### src/rtl/router_fsm.sv
// Packet-reception controller for the 1x3 router: sequences header decode,
// payload/parity load and FIFO-full stalls for the register block and synchronizer.
module router_fsm #(
  parameter int ADDR_MAX = 2
) (
  input  logic       clk,
  input  logic       rst,
  input  logic       pkt_valid,
  input  logic [1:0] din,
  input  logic       parity_done,
  input  logic       low_pkt_valid,
  input  logic       fifo_full,
  input  logic       fifo_empty_0,
  input  logic       fifo_empty_1,
  input  logic       fifo_empty_2,
  input  logic       soft_reset_0,
  input  logic       soft_reset_1,
  input  logic       soft_reset_2,
  output logic       detect_addr,
  output logic       lfd_state,
  output logic       ld_state,
  output logic       laf_state,
  output logic       full_state,
  output logic       rst_int_reg,
  output logic       wr_en_reg,
  output logic       busy
);

  localparam logic [1:0] AMAX = 2'(ADDR_MAX);

  typedef enum logic [2:0] {
    DECODE       = 3'd0,
    LFD          = 3'd1,
    LOAD_DATA    = 3'd2,
    LOAD_PARITY  = 3'd3,
    CHECK_PARITY = 3'd4,
    FULL         = 3'd5,
    LAF          = 3'd6,
    WAIT_EMPTY   = 3'd7
  } state_t;

  state_t     state, state_n;
  logic [1:0] addr_q;
  logic [3:0] empty_v, sr_v;
  logic       addr_ok, sel_empty, sel_sr;

  // Address 3 has no FIFO; its slot reads as not-empty / no soft reset.
  assign empty_v   = {1'b0, fifo_empty_2, fifo_empty_1, fifo_empty_0};
  assign sr_v      = {1'b0, soft_reset_2, soft_reset_1, soft_reset_0};
  assign addr_ok   = pkt_valid && (din <= AMAX);
  assign sel_empty = empty_v[addr_q];
  assign sel_sr    = sr_v[addr_q];

  always_ff @(posedge clk or posedge rst) begin
    if (rst) begin
      state  <= DECODE;
      addr_q <= 2'd0;
    end else begin
      state <= state_n;
      if (state == DECODE && addr_ok) addr_q <= din;
    end
  end

  always_comb begin
    state_n = state;
    case (state)
      DECODE:       if (addr_ok) state_n = empty_v[din] ? LFD : WAIT_EMPTY;
      LFD:          state_n = LOAD_DATA;
      LOAD_DATA: begin
        if (fifo_full)       state_n = FULL;
        else if (!pkt_valid) state_n = LOAD_PARITY;
      end
      LOAD_PARITY:  state_n = CHECK_PARITY;
      CHECK_PARITY: state_n = fifo_full ? FULL : DECODE;
      FULL:         if (!fifo_full) state_n = LAF;
      LAF: begin
        if (parity_done)        state_n = DECODE;
        else if (low_pkt_valid) state_n = LOAD_PARITY;
        else                    state_n = LOAD_DATA;
      end
      WAIT_EMPTY:   if (sel_empty) state_n = LFD;
      default:      state_n = DECODE;
    endcase
    // Timeout soft reset of the selected FIFO aborts the packet from any state.
    if (state != DECODE && sel_sr) state_n = DECODE;
  end

  always_comb begin
    detect_addr = 1'b0;
    lfd_state   = 1'b0;
    ld_state    = 1'b0;
    laf_state   = 1'b0;
    full_state  = 1'b0;
    rst_int_reg = 1'b0;
    wr_en_reg   = 1'b0;
    busy        = 1'b0;
    case (state)
      DECODE:       detect_addr = 1'b1;
      LFD:          begin lfd_state = 1'b1; busy = 1'b1; wr_en_reg = 1'b1; end
      LOAD_DATA:    begin ld_state = 1'b1; wr_en_reg = 1'b1; end
      LOAD_PARITY:  begin busy = 1'b1; wr_en_reg = 1'b1; end
      CHECK_PARITY: begin rst_int_reg = 1'b1; busy = 1'b1; end
      FULL:         begin full_state = 1'b1; busy = 1'b1; end
      LAF:          begin laf_state = 1'b1; busy = 1'b1; wr_en_reg = 1'b1; end
      WAIT_EMPTY:   busy = 1'b1;
      default:      detect_addr = 1'b0;
    endcase
  end

endmodule

### config.mk
export PLATFORM = sky130hd
export DESIGN_NAME = router_fsm
export DESIGN_NICKNAME = d
export VERILOG_FILES = /design/src/rtl/router_fsm.sv
export SDC_FILE = /design/constraint.sdc
export NUM_CORES = 1
export LEC_CHECK = 0
export ABC_AREA = 1
export BUFFER_PORTS_ARGS = -buffer_cell sky130_fd_sc_hd__clkbuf_2
export CORE_AREA = 2 2 39 41
export DETAILED_ROUTE_END_ITERATION = 16
export DIE_AREA = 0 0 41 43
export GPL_TIMING_DRIVEN = 0
export PLACE_DENSITY = 0.77
export SYNTH_ARGS = -nofsm -noshare
export SYNTH_HDL_FRONTEND = slang
export SYNTH_SLANG_ARGS = --single-unit
### constraint.sdc
create_clock -name clk -period 2.3 [get_ports clk]
set_input_delay 0.23 -clock clk [delete_from_list [all_inputs] [get_ports clk]]
set_output_delay 0.23 -clock clk [all_outputs]
set_load 0.05 [all_outputs]
* Word-level counts from Yosys, hierarchy flattened *
Index checks and enable logic that the tools add are counted.

cells by class
  order comparisons = 3
  equal/unequal tests = 11
  mux-type cells = 25
  reduce and logical (&&, ||, !) cells = 8

operators with widths
  operator                                            count
  two-way mux 3 bit                                   8
  case mux 3 bit (8 select lines)                     1
  == test 3 bit, second input constant                4
  two-way mux 1 bit                                   12
  binary-select mux 1 bit (select 2 bit)              3
  == test 3 x 2 -> 1 bit, second input constant       2
  < comparator 2 x 3 -> 1 bit, second input constant  2
  != test 3 bit, second input constant                2
  OR reduction 6 bit                                  1
  != test 4 bit, second input constant                1
  AND reduction 4 bit                                 1
  OR reduction 4 bit                                  1
  == test 3 x 1 -> 1 bit, second input constant       1
  logical AND 1 bit                                   3
  logical NOT 3 bit                                   1
  != test 3 x 2 -> 1 bit, second input constant       1
  nonzero test 3 bit                                  1
  <= comparator 2 bit, second input constant          1
  two-way mux 2 bit                                   1

storage, ports and cells
  register bits = 5
  bits of input ports = 14
  output and inout port bits = 8
  word-level logic and storage cells = 49

* Depth between registers and ports, before layout *
  depth after elaboration = 6
  depth in mapped cells = 10
  mapped depth without buffers = 9

* Worst setup path before layout *
No wires, ideal clock.

  kind = register to output
  start point = register state[0]
  end point = output wr_en_reg
  arrival = 1.610 ns
  required time = 2.070 ns
  setup slack = 0.460 ns
  stages on the path, launching flop included = 3
  path buffers = 0
  cells stage by stage = dfrtp_1 inv_1 o21ai_0

on the way
  cells in the longest elaborated chain, start to end = 3
  elaborated cells on any way between the ends = 6
  classes of those cells = eq/ne (4); mux (1); reduce/logical (1)

ends and longest elaborated chain
  element                                      line  RTL
  start, declared                              42    state_t state, state_n;
  start signal, assigned                       59    state <= state_n;
  == test 3 bit, or another cell as far along  97    case (state)
  OR reduction 4 bit (no source line) *        -
  two-way mux 1 bit *                          97
  end, declared                                25    output logic wr_en_reg,

Mark *: on every way between the ends. The rest lies on a longest branch, timed or not.

* Worst setup path in the final report *
  start point = register state[2]
  end point = output detect_addr

on the way
  cells in the longest elaborated chain, start to end = 2

ends and longest elaborated chain
  element            line  RTL
  logical NOT 3 bit  97
  two-way mux 1 bit  97
  end, declared      19    output logic detect_addr,

No other way between the ends.

==> impl_metrics.yaml <==
outcome:
  status: "completed"
finish:
  multiInputGateArea_sq_um: 295
  final_layout_size_suffix_gt1_frac: 0.318
  fillers: 157
  antenna-diode-count: 0
  nets: 125
  regArea_sq_um: 125
  synthToLayoutAreaGrowth_pct: 32.6
clock_network:
  worstSkewPairLatency_ps: 240
  cts_made_buffers: 3
  cts_tree: "built"
  cts_root_buf: "clkbuf_4"
  ctsResizeCount: 0
  cts_num_sinks: 5
  cts_setup_buffers: 0
  htree_levels: 1
  clk_path_buf_depth: 2
  path_clk_slew_ps: 40
global_route:
  grt_use_total: 0.144
  grt_pass1_wl_um: 1710
  grt_max_degree: 9
  antenna_found_initial: 0
  overflow: 0
  first_global_vias: 454
route:
  drt-pass1-iter-count: 2
  wl_um: 1050
  vias: 585
  via_per_inst: 4.64
  routedWlPerCell_um: 8.30
  drc: 0
  final_antenna_net_count: 0
  drt-initial-drc-count: 2
critical_path:
  cp-endpoint: "detect_addr"
  crit_path_start_kind: "flip-flop"
  r2r-start: "state[2]"
  crit_required_ps: 2070
  path_max_fanout: 7
  reg2regPathDepth: 7
  cp_data_arrival_time_ps: 1350
  rr_endpoint: "addr_q[0]"
  crit_type: "reg2out"
  critPathLaunch: "state[2]"
  rrSetupSlack_ps: 960
  critPathCaptureType: "primary output"
sta:
  setup_tns_ps: 0
  finalMaxSlewViolations: 0
  slew_headroom: 0.817
  setup_viol: 0
  worst_pin_slew_ps: 276
  period_minus_slack_ps: 1580
  fin_skew_ps: 1.05
  hold_violations: 0
  fmax_mhz: 633
  grt_setup_unrepaired: "false"
  period_share: 0.687
yosys:
  avgSynthCellArea_sq_um: 5.90
  ys_seq_area_frac: 0.253
  synthesis.area_sq_um: 495
  synth_cell_types: 17
  synth_fp_nets: 98
  yosys_warnings: 0
  syn_inst: 84
  ys_seq_elements: 5
power_and_ir_drop:
  total_power_mw: 0.999
  intPower_mw: 0.404
  p_clk_frac: 0.100
  ir_drop_mv: 0.526
  seqPwrFrac: 0.188
  p_leak_nw: 0.395
  switching_share: 0.596
  p_per_area_nw_per_um2: 1520
  combPwrFrac: 0.712
  switchingPower_mw: 0.596
placement:
  place.gp.congestion: 0.765
  dp_hpwl_um: 893
  io_buffer_count: 21
hold_path:
  hp-class: "in2reg"
floorplan:
  rows: 14
  die_w_um: 41
  core-area_sq_um: 1380
  fp.dieH_um: 43
  io_pins: 22
  start_util: 0.358
  die_area_sq_um: 1760
run:
  cap_violations: 0
## synth_stat cells
| master | count | area share |
|---|---|---|
| nand3_2 | 1 | 0.020 |
| or2_4 | 1 | 0.018 |
| nand3_1 | 8 | 0.081 |
| inv_1 | 15 | 0.11 |
| o31ai_1 | 1 | 0.015 |
| nor2_2 | 2 | 0.025 |
| nand4_1 | 2 | 0.025 |
| nor3_2 | 1 | 0.020 |
| nand3b_1 | 1 | 0.015 |
| nand2_1 | 21 | 0.16 |
| nor2_4 | 1 | 0.023 |
| o21ai_2 | 2 | 0.035 |
| nor2_1 | 17 | 0.13 |
| inv_2 | 2 | 0.015 |
| dfrtp_1 | 5 | 0.25 |
| o21ai_0 | 3 | 0.030 |
| buf_6 | 1 | 0.023 |
## how the worst min path moves through the flow
stage | start | endpoint | slack, ps | depth (start not counted)
floorplan | rst | addr_q[0] | 9 | 1
global placement | rst | addr_q[0] | 110 | 2
detailed placement | rst | addr_q[0] | 110 | 2
CTS | din[1] | addr_q[1] | 270 | 3
global route | din[1] | addr_q[1] | 270 | 3
finish | din[1] | addr_q[1] | 270 | 3
## power groups by stage
stage | sequential [mW] | combinational, mW | clock, mW
global route | 0.197 | 0.796 | 0.114
floorplan | 0.174 | 0.590 | 0
detailed placement | 0.189 | 0.715 | 0
global placement | 0.187 | 0.705 | 0
finish | 0.188 | 0.711 | 0.100
CTS | 0.187 | 0.718 | 0.105
## sequential cells by signal, indices dropped and copies added (netlist names)
signal  flops
addr_q      2
state       3
## worst max-delay path, stage by stage (launching register included)
cell	delay (ps)
dfrtp_1	450
nor2_2	170
inv_2	70
nor2_4	130
clkbuf_2	300
## cell usage in the layout (no fill, tap or decap), types with 2 or more instances in the layout
cell	count
clkbuf_4	3
inv_1	15
o21ai_2	2
dfrtp_1	5
nand4_1	2
nand2_1	21
nand3_1	8
inv_2	2
nor2_1	17
nor2_2	2
o21ai_0	3
clkbuf_2	21
## per-stage QoR
step                cells  utilization  cell area (sq um)  setup WS, ps  hold slack, ps
floorplan              84            -                495           460            8.52
global placement      121        0.448                621           988             108
detailed placement    121        0.448                621           952             110
CTS                   126        0.475                657           704             267
global route          126        0.475                657           620             270
finish                126        0.475                657           720             275
## cell type report
| cell class | instances | area share |
|---|---|---|
| Multi-Input combinational cell | 61 | 0.450 |
| Sequential cell | 5 | 0.190 |
| Timing Repair Buffer | 22 | 0.175 |
| Inverter | 17 | 0.0971 |
| Clock buffer | 4 | 0.0400 |
| Tap cell | 16 | 0.0305 |
| Buffer | 1 | 0.0171 |
## cells by family (layout without fill, tap and decap cells)
kind of cell | Yosys count | after routing | synth area share
AOI/OAI and AO/OA | 6 | 6 | 0.0808
and+or+nand+nor | 55 | 55 | 0.515
DFF | 5 | 5 | 0.253
buffers and inverters | 18 | 44 | 0.152
## metal layers
layer / vias up / part of all wire / GRT usage / routed length [um]
li1: 310 / - / - / -
met1: 253 / 0.46 / 0.174 / 481
met2: 22 / 0.45 / 0.222 / 472
met3: 0 / 0.087 / 0.0785 / 91
met4: 0 / 0 / 0.0200 / 0
met5: - / 0 / 0 / 0
## timing repair
item | in CTS | in global routing
setup endpoints to repair | 0 | 0
hold endpoints to repair | 5 | 0
hold buffers | 1 | 0
Power figures use the tool's default switching activity.
